==> config.mk <==
export PLATFORM = sky130hd
export DESIGN_NAME = icebus_status_rx
export DESIGN_NICKNAME = d
export VERILOG_FILES = /design/src/rtl/icebus_status_rx.sv
export SDC_FILE = /design/constraint.sdc
export NUM_CORES = 1
export LEC_CHECK = 0
export CORE_UTILIZATION = 35
export CTS_BUF_LIST = sky130_fd_sc_hd__clkbuf_8
export CTS_CLUSTER_DIAMETER = 80
export DETAILED_ROUTE_END_ITERATION = 8
export GPL_ROUTABILITY_DRIVEN = 1
export PLACE_DENSITY = 0.64
export REMOVE_ABC_BUFFERS = 1
export SLEW_MARGIN = 20
export SYNTH_ARGS = -nofsm -noshare
export SYNTH_HDL_FRONTEND = slang
export SYNTH_SLANG_ARGS = --single-unit
==> constraint.sdc <==
create_clock -name clk -period 34.9 [get_ports clk]
set_input_delay 5.235 -clock clk [delete_from_list [all_inputs] [get_ports clk]]
set_output_delay 5.235 -clock clk [all_outputs]
set_load 0.02 [all_outputs]
==> src/rtl/icebus_status_rx.sv <==
// IceBus status receiver: turns a UART byte stream of 16-byte motor status frames
// into CRC-checked, id-checked status outputs with event pulses and saturating counters.
module icebus_status_rx #(
  parameter int CLOCK_FREQ_HZ    = 50_000_000,
  parameter int BAUDRATE         = 1_000_000,
  parameter int NUMBER_OF_MOTORS = 8
) (
  input  logic               clk,
  input  logic               reset,
  input  logic               rx_i,
  output logic               status_valid,
  output logic [7:0]         status_motor,
  output logic signed [23:0] encoder0_position,
  output logic signed [23:0] encoder1_position,
  output logic signed [23:0] displacement,
  output logic signed [12:0] current,
  output logic               crc_error,
  output logic               id_error,
  output logic               framing_error,
  output logic               timeout_error,
  output logic [31:0]        frame_count,
  output logic [31:0]        crc_error_count
);

  localparam int          DIV          = CLOCK_FREQ_HZ / BAUDRATE;
  localparam int          HALF         = DIV / 2;
  localparam logic [15:0] BIT_LAST     = 16'(DIV - 1);
  localparam logic [15:0] HALF_LAST    = 16'(HALF - 1);
  localparam logic [31:0] TIMEOUT_LAST = 32'(40 * DIV - 1);
  localparam logic [31:0] NUM_MOTORS_U = 32'(NUMBER_OF_MOTORS);

  typedef enum logic [2:0] {RX_IDLE, RX_START, RX_DATA, RX_STOP, RX_WAIT_HIGH} rx_state_t;
  typedef enum logic [2:0] {HUNT0, HUNT1, PAYLOAD, CRC, CHECK} parse_state_t;

  logic         rx_meta, rx_sync, rx_prev;
  rx_state_t    rx_state, rx_next;
  logic [15:0]  baud_cnt;
  logic         baud_done;
  logic [2:0]   bit_idx;
  logic [7:0]   rx_shift, rx_byte;
  logic         byte_strobe;

  parse_state_t p_state, p_next;
  logic [3:0]   byte_idx;
  logic [15:0]  crc_reg, rx_crc;
  logic [95:0]  shadow;
  logic [31:0]  idle_cnt;
  logic         timeout_hit;
  logic         id_ok;

  function automatic logic [15:0] crc16_step(input logic [15:0] c, input logic [7:0] d);
    logic [15:0] r;
    r = c ^ {d, 8'h00};
    for (int i = 0; i < 8; i++) begin
      r = r[15] ? ({r[14:0], 1'b0} ^ 16'h1021) : {r[14:0], 1'b0};
    end
    return r;
  endfunction

  // Synchronizer plus one extra stage for falling-edge detection; all idle high.
  always_ff @(posedge clk or posedge reset) begin
    if (reset) begin
      rx_meta <= 1'b1;
      rx_sync <= 1'b1;
      rx_prev <= 1'b1;
    end else begin
      rx_meta <= rx_i;
      rx_sync <= rx_meta;
      rx_prev <= rx_sync;
    end
  end

  assign baud_done = (rx_state == RX_START) ? (baud_cnt == HALF_LAST) : (baud_cnt == BIT_LAST);

  always_ff @(posedge clk or posedge reset) begin
    if (reset) rx_state <= RX_IDLE;
    else       rx_state <= rx_next;
  end

  always_comb begin
    rx_next = rx_state;
    case (rx_state)
      RX_IDLE:      if (rx_prev && !rx_sync) rx_next = RX_START;
      RX_START:     if (baud_done) rx_next = rx_sync ? RX_IDLE : RX_DATA;
      RX_DATA:      if (baud_done && bit_idx == 3'd7) rx_next = RX_STOP;
      RX_STOP:      if (baud_done) rx_next = rx_sync ? RX_IDLE : RX_WAIT_HIGH;
      RX_WAIT_HIGH: if (rx_sync) rx_next = RX_IDLE;
      default:      rx_next = RX_IDLE;
    endcase
  end

  always_ff @(posedge clk or posedge reset) begin
    if (reset) begin
      baud_cnt      <= '0;
      bit_idx       <= '0;
      rx_shift      <= '0;
      rx_byte       <= '0;
      byte_strobe   <= 1'b0;
      framing_error <= 1'b0;
    end else begin
      byte_strobe   <= 1'b0;
      framing_error <= 1'b0;
      if (rx_state == RX_IDLE || rx_state == RX_WAIT_HIGH || baud_done) baud_cnt <= '0;
      else                                                              baud_cnt <= baud_cnt + 16'd1;
      if (rx_state == RX_START) bit_idx <= '0;
      if (rx_state == RX_DATA && baud_done) begin
        rx_shift <= {rx_sync, rx_shift[7:1]};
        bit_idx  <= bit_idx + 3'd1;
      end
      if (rx_state == RX_STOP && baud_done) begin
        if (rx_sync) begin
          byte_strobe <= 1'b1;
          rx_byte     <= rx_shift;
        end else begin
          framing_error <= 1'b1;
        end
      end
    end
  end

  assign timeout_hit = (p_state == PAYLOAD || p_state == CRC) && !byte_strobe && idle_cnt == TIMEOUT_LAST;
  assign id_ok       = shadow[95] && ({25'd0, shadow[94:88]} < NUM_MOTORS_U);

  always_ff @(posedge clk or posedge reset) begin
    if (reset) p_state <= HUNT0;
    else       p_state <= p_next;
  end

  // Line faults take priority over whatever the byte stream would do next.
  always_comb begin
    p_next = p_state;
    if (framing_error || timeout_hit) begin
      p_next = HUNT0;
    end else begin
      case (p_state)
        HUNT0:   if (byte_strobe && rx_byte == 8'hAA) p_next = HUNT1;
        HUNT1:   if (byte_strobe) begin
                   if (rx_byte == 8'h55)      p_next = PAYLOAD;
                   else if (rx_byte != 8'hAA) p_next = HUNT0;
                 end
        PAYLOAD: if (byte_strobe && byte_idx == 4'd11) p_next = CRC;
        CRC:     if (byte_strobe && byte_idx == 4'd1) p_next = CHECK;
        CHECK:   p_next = HUNT0;
        default: p_next = HUNT0;
      endcase
    end
  end

  always_ff @(posedge clk or posedge reset) begin
    if (reset) begin
      byte_idx          <= '0;
      crc_reg           <= 16'hFFFF;
      rx_crc            <= '0;
      shadow            <= '0;
      idle_cnt          <= '0;
      status_valid      <= 1'b0;
      status_motor      <= '0;
      encoder0_position <= '0;
      encoder1_position <= '0;
      displacement      <= '0;
      current           <= '0;
      crc_error         <= 1'b0;
      id_error          <= 1'b0;
      timeout_error     <= 1'b0;
      frame_count       <= '0;
      crc_error_count   <= '0;
    end else begin
      status_valid  <= 1'b0;
      crc_error     <= 1'b0;
      id_error      <= 1'b0;
      timeout_error <= timeout_hit;

      if ((p_state != PAYLOAD && p_state != CRC) || byte_strobe) idle_cnt <= '0;
      else                                                       idle_cnt <= idle_cnt + 32'd1;

      if (p_state == HUNT1 && byte_strobe && rx_byte == 8'h55) begin
        byte_idx <= '0;
        crc_reg  <= 16'hFFFF;
      end
      if (p_state == PAYLOAD && byte_strobe) begin
        shadow   <= {shadow[87:0], rx_byte};
        crc_reg  <= crc16_step(crc_reg, rx_byte);
        byte_idx <= (byte_idx == 4'd11) ? 4'd0 : byte_idx + 4'd1;
      end
      if (p_state == CRC && byte_strobe) begin
        rx_crc   <= {rx_crc[7:0], rx_byte};
        byte_idx <= byte_idx + 4'd1;
      end

      // Shadow fields reach the outputs only for a frame that passes both checks.
      if (p_state == CHECK) begin
        if (crc_reg != rx_crc) begin
          crc_error <= 1'b1;
          if (crc_error_count != 32'hFFFF_FFFF) crc_error_count <= crc_error_count + 32'd1;
        end else if (!id_ok) begin
          id_error <= 1'b1;
        end else begin
          status_valid      <= 1'b1;
          status_motor      <= {1'b0, shadow[94:88]};
          encoder0_position <= shadow[87:64];
          encoder1_position <= shadow[63:40];
          displacement      <= shadow[39:16];
          current           <= shadow[12:0];
          if (frame_count != 32'hFFFF_FFFF) frame_count <= frame_count + 32'd1;
        end
      end
    end
  end

endmodule

==> metrics.md <==
| Metric | Value |
|---|---|
| Area grow syn2layout | 22.2% |
| # fillers | 4329 |
| Worst Path Class, Setup | in -> async |
| Post-DP HPWL | 21.0 mm |
| Die extent in x | 214 um |
| Top reg by flops | shadow |
| WL/cell | 14.0 um |
| Initial drt markers | 793 |
| Core area | 44100 um2 |
| Status | complete, no violations |
| Diode count | 0 |
| CTS buffer count | 66 |
| Setup TNS | 0 ns |
| Pleak | 9.40 nW |
| Chip Height | 214 um |
| Clk slew on worst S/H paths | 0.06 ns |
| Met1 usage | 21.1% |
| Asr flop ratio synth | 100% |
| # nets final | 1777 |
| Unique masters post-synth | 59 |
| Layout cells sized above 1 | 9.21% |
| Most used DFF post-synth | dfrtp_1 |
| Routed WL | 33.7 mm |
| Fin. max-slew vios | 0 |
| Max FFs per register | 96 |
| Commonest cells post-synth | nand2_1 (614), dfrtp_1 (351), nor2_1 (92) |
| FF+latch count, synth | 370 |
| Ports | 165 |
| Setup bufs post-CTS | 0 |
| CP Capture Type | asynchronous set/reset pin |
| Met2 usage in global routing | 23.5% |
| Sequential area share after synthesis | 59.3% |
| PwrDens | 44.9 nW/um2 |
| Overall Global Routing Usage | 15.2% |
| Fin. Hold Viols | 0 |
| Post-synth top area share | 56.1% |
| Placer's final routability congestion estimate | 0.793 |
| Worst slew pin tran | 1.08 ns |
| Largest net degree at the start of global routing | 129 |
| Post-Syn Area | 15700 um2 |
| Worst-path fanout max | 128 |
| First-pass GRT wire length | 56.5 mm |
| Average size of a mapped cell | 9.84 um2 |
| Reg2Reg Depth | 7 |
| Bufs on Longest Clock Path | 3 |
| WP data required | 35.58 ns |
| PostCTS Resize Cnt | 0 |
| Period utilization | 20.9% |
| Final setup viols | 0 |
| Die area | 45600 um2 |
| RSZ-0062 raised after global routing | false |
| Std-Cell Rows | 77 |
| Hold crit path type | reg -> reg |
| Input/output buffers | 163 |
| CP arrival | 7.98 ns |
| Vias per inst | 4.68 |
| Post-DRT Antenna Nets | 0 |
| DR pass1 iterations | 5 |
| CP startpoint kind | primary input |
| Vias post-DR | 11300 |
| Hold path depth | 0 |
| Relative slew slack | 27.9% |
| Number of remaining DRC errors | 0 |
| Leading area contributor after synthesis | dfrtp_1 |
| Synth Warn # | 0 |
| Synthesized instance count | 1591 |
| Busiest grt layer | met2 |
| Clock sinks | 370 |
| Initial antenna violation count | 0 |
| H-tree depth | 3 |
| Initial Util | 35.5% |
| Hold WS | 0.357 ns |
| Clk_lat worst skew | 0.61 ns |
| FMAX | 137 MHz |
| TritonCTS clock tree | done |
| Clk_skew | 0.0359 ns |
| Number of enable flip-flop cells after synthesis | 0 |
| VDD IR max | 24.4 uV |
| # hold bufs at CTS | 0 |
| Vias in the first global route | 11000 |
| Max Cap Viol | 0 |
| Routing usage on met3 | 3.28% |
| Top cells by area, synth | dfrtp_1 (56%), nand2_1 (15%), xnor2_1 (4.7%) |
| Clock Tree Root | clkbuf_8 |
| Remaining Overflow, GRT | 0 |
| Tmin final | 7.30 ns |
| Count leader, synth | nand2_1 |
-- cells in the final DEF (no fill, tap or decap), drive strengths merged, types with 6 or more instances in the layout --
cell type / instances
buf: 8
nand3: 45
and4: 10
o22a: 6
nand2: 615
dfrtp: 351
nand4: 46
xor2: 64
and2: 13
nor2b: 8
xnor2: 84
clkdlybuf4s50: 163
a21oi: 16
o21ai: 6
nor4: 20
clkbuf: 80
inv: 44
mux2: 34
nor3: 14
nor2: 92
ha: 8
dfstp: 19
and3: 24
-- per-stage QoR --
stage / total power, mW / setup WS, ns / utilization [%] / cell area (um2) / std cells
global placement: 0.474 / 26.88 / 40.4 / 17800 / 2290
finish: 0.859 / 27.60 / 43.4 / 19100 / 2406
global route: 0.900 / 27.14 / 43.4 / 19100 / 2406
detailed placement: 0.475 / 26.81 / 40.4 / 17800 / 2290
CTS: 0.876 / 27.49 / 43.4 / 19100 / 2406
floorplan: 0.467 / 19.42 / - / 15400 / 1527
-- report_power, final --
part / switching [mW] / internal, mW / total [mW]
Clock: 0.177 / 0.215 / 0.392
Sequential: 0.00712 / 0.434 / 0.441
Combinational: 0.0175 / 0.00771 / 0.0252
Total: 0.202 / 0.657 / 0.859
-- layer usage --
layer,part of all wire [%],up-vias,wire length (um)
met1,48,5480,16100
li1,-,5520,-
met3,4.7,53,1580
met5,0,-,0
met4,1.9,0,652
met2,46,215,15300
-- cells by family (layout without fill, tap and decap cells) --
kind of cell / Yosys count / after routing / synth area share (%)
AND/OR/NAND/NOR: 912 / 912 / 25.5
flip-flops: 370 / 370 / 59.3
XOR/XNOR: 148 / 148 / 8.28
buffers and inverters: 77 / 300 / 2.09
AO/OA/AOI/OAI: 40 / 40 / 1.71
multiplexers: 35 / 35 / 2.51
adder cells (fa/ha/maj): 8 / 8 / 0.639
other: 1 / 1 / 0.0239
-- critical path, cell delays in order --
cell             delay (ns)
clkdlybuf4s50_1        0.49
inv_8                  0.64
buf_4                  0.86
buf_4                  0.65
-- final cells by class --
class                      count  area [um2]  area share (%)
inverter                      13        56.3           0.294
multi-input combinational   1144        6070            31.7
tap                          592         741            3.87
timing repair buffer         171        1700            8.86
clock inverter                36         189           0.987
clock buffer                  80        1100            5.75
sequential                   370        9280            48.5
-- worst paths after layout --
kind | start | to | slack (ns)
worst max-delay path | reset | rx_byte[0]$_DFFE_PP0P_ | 27.60
worst min-delay path | rx_meta$_DFF_PP1_ | rx_sync$_DFF_PP1_ | 0.36
worst max register to register | p_state[0]$_DFFE_PP0P_ | current[5]$_DFFE_PP0P_ | 31.84
worst min register to register | rx_meta$_DFF_PP1_ | rx_sync$_DFF_PP1_ | 0.36
max in group clk | frame_count[8]$_DFFE_PP0P_ | frame_count[8] | 27.96
min in group asynchronous | reset | frame_count[7]$_DFFE_PP0P_ | 5.26
Note: power is estimated with default switching activity, not from simulation.
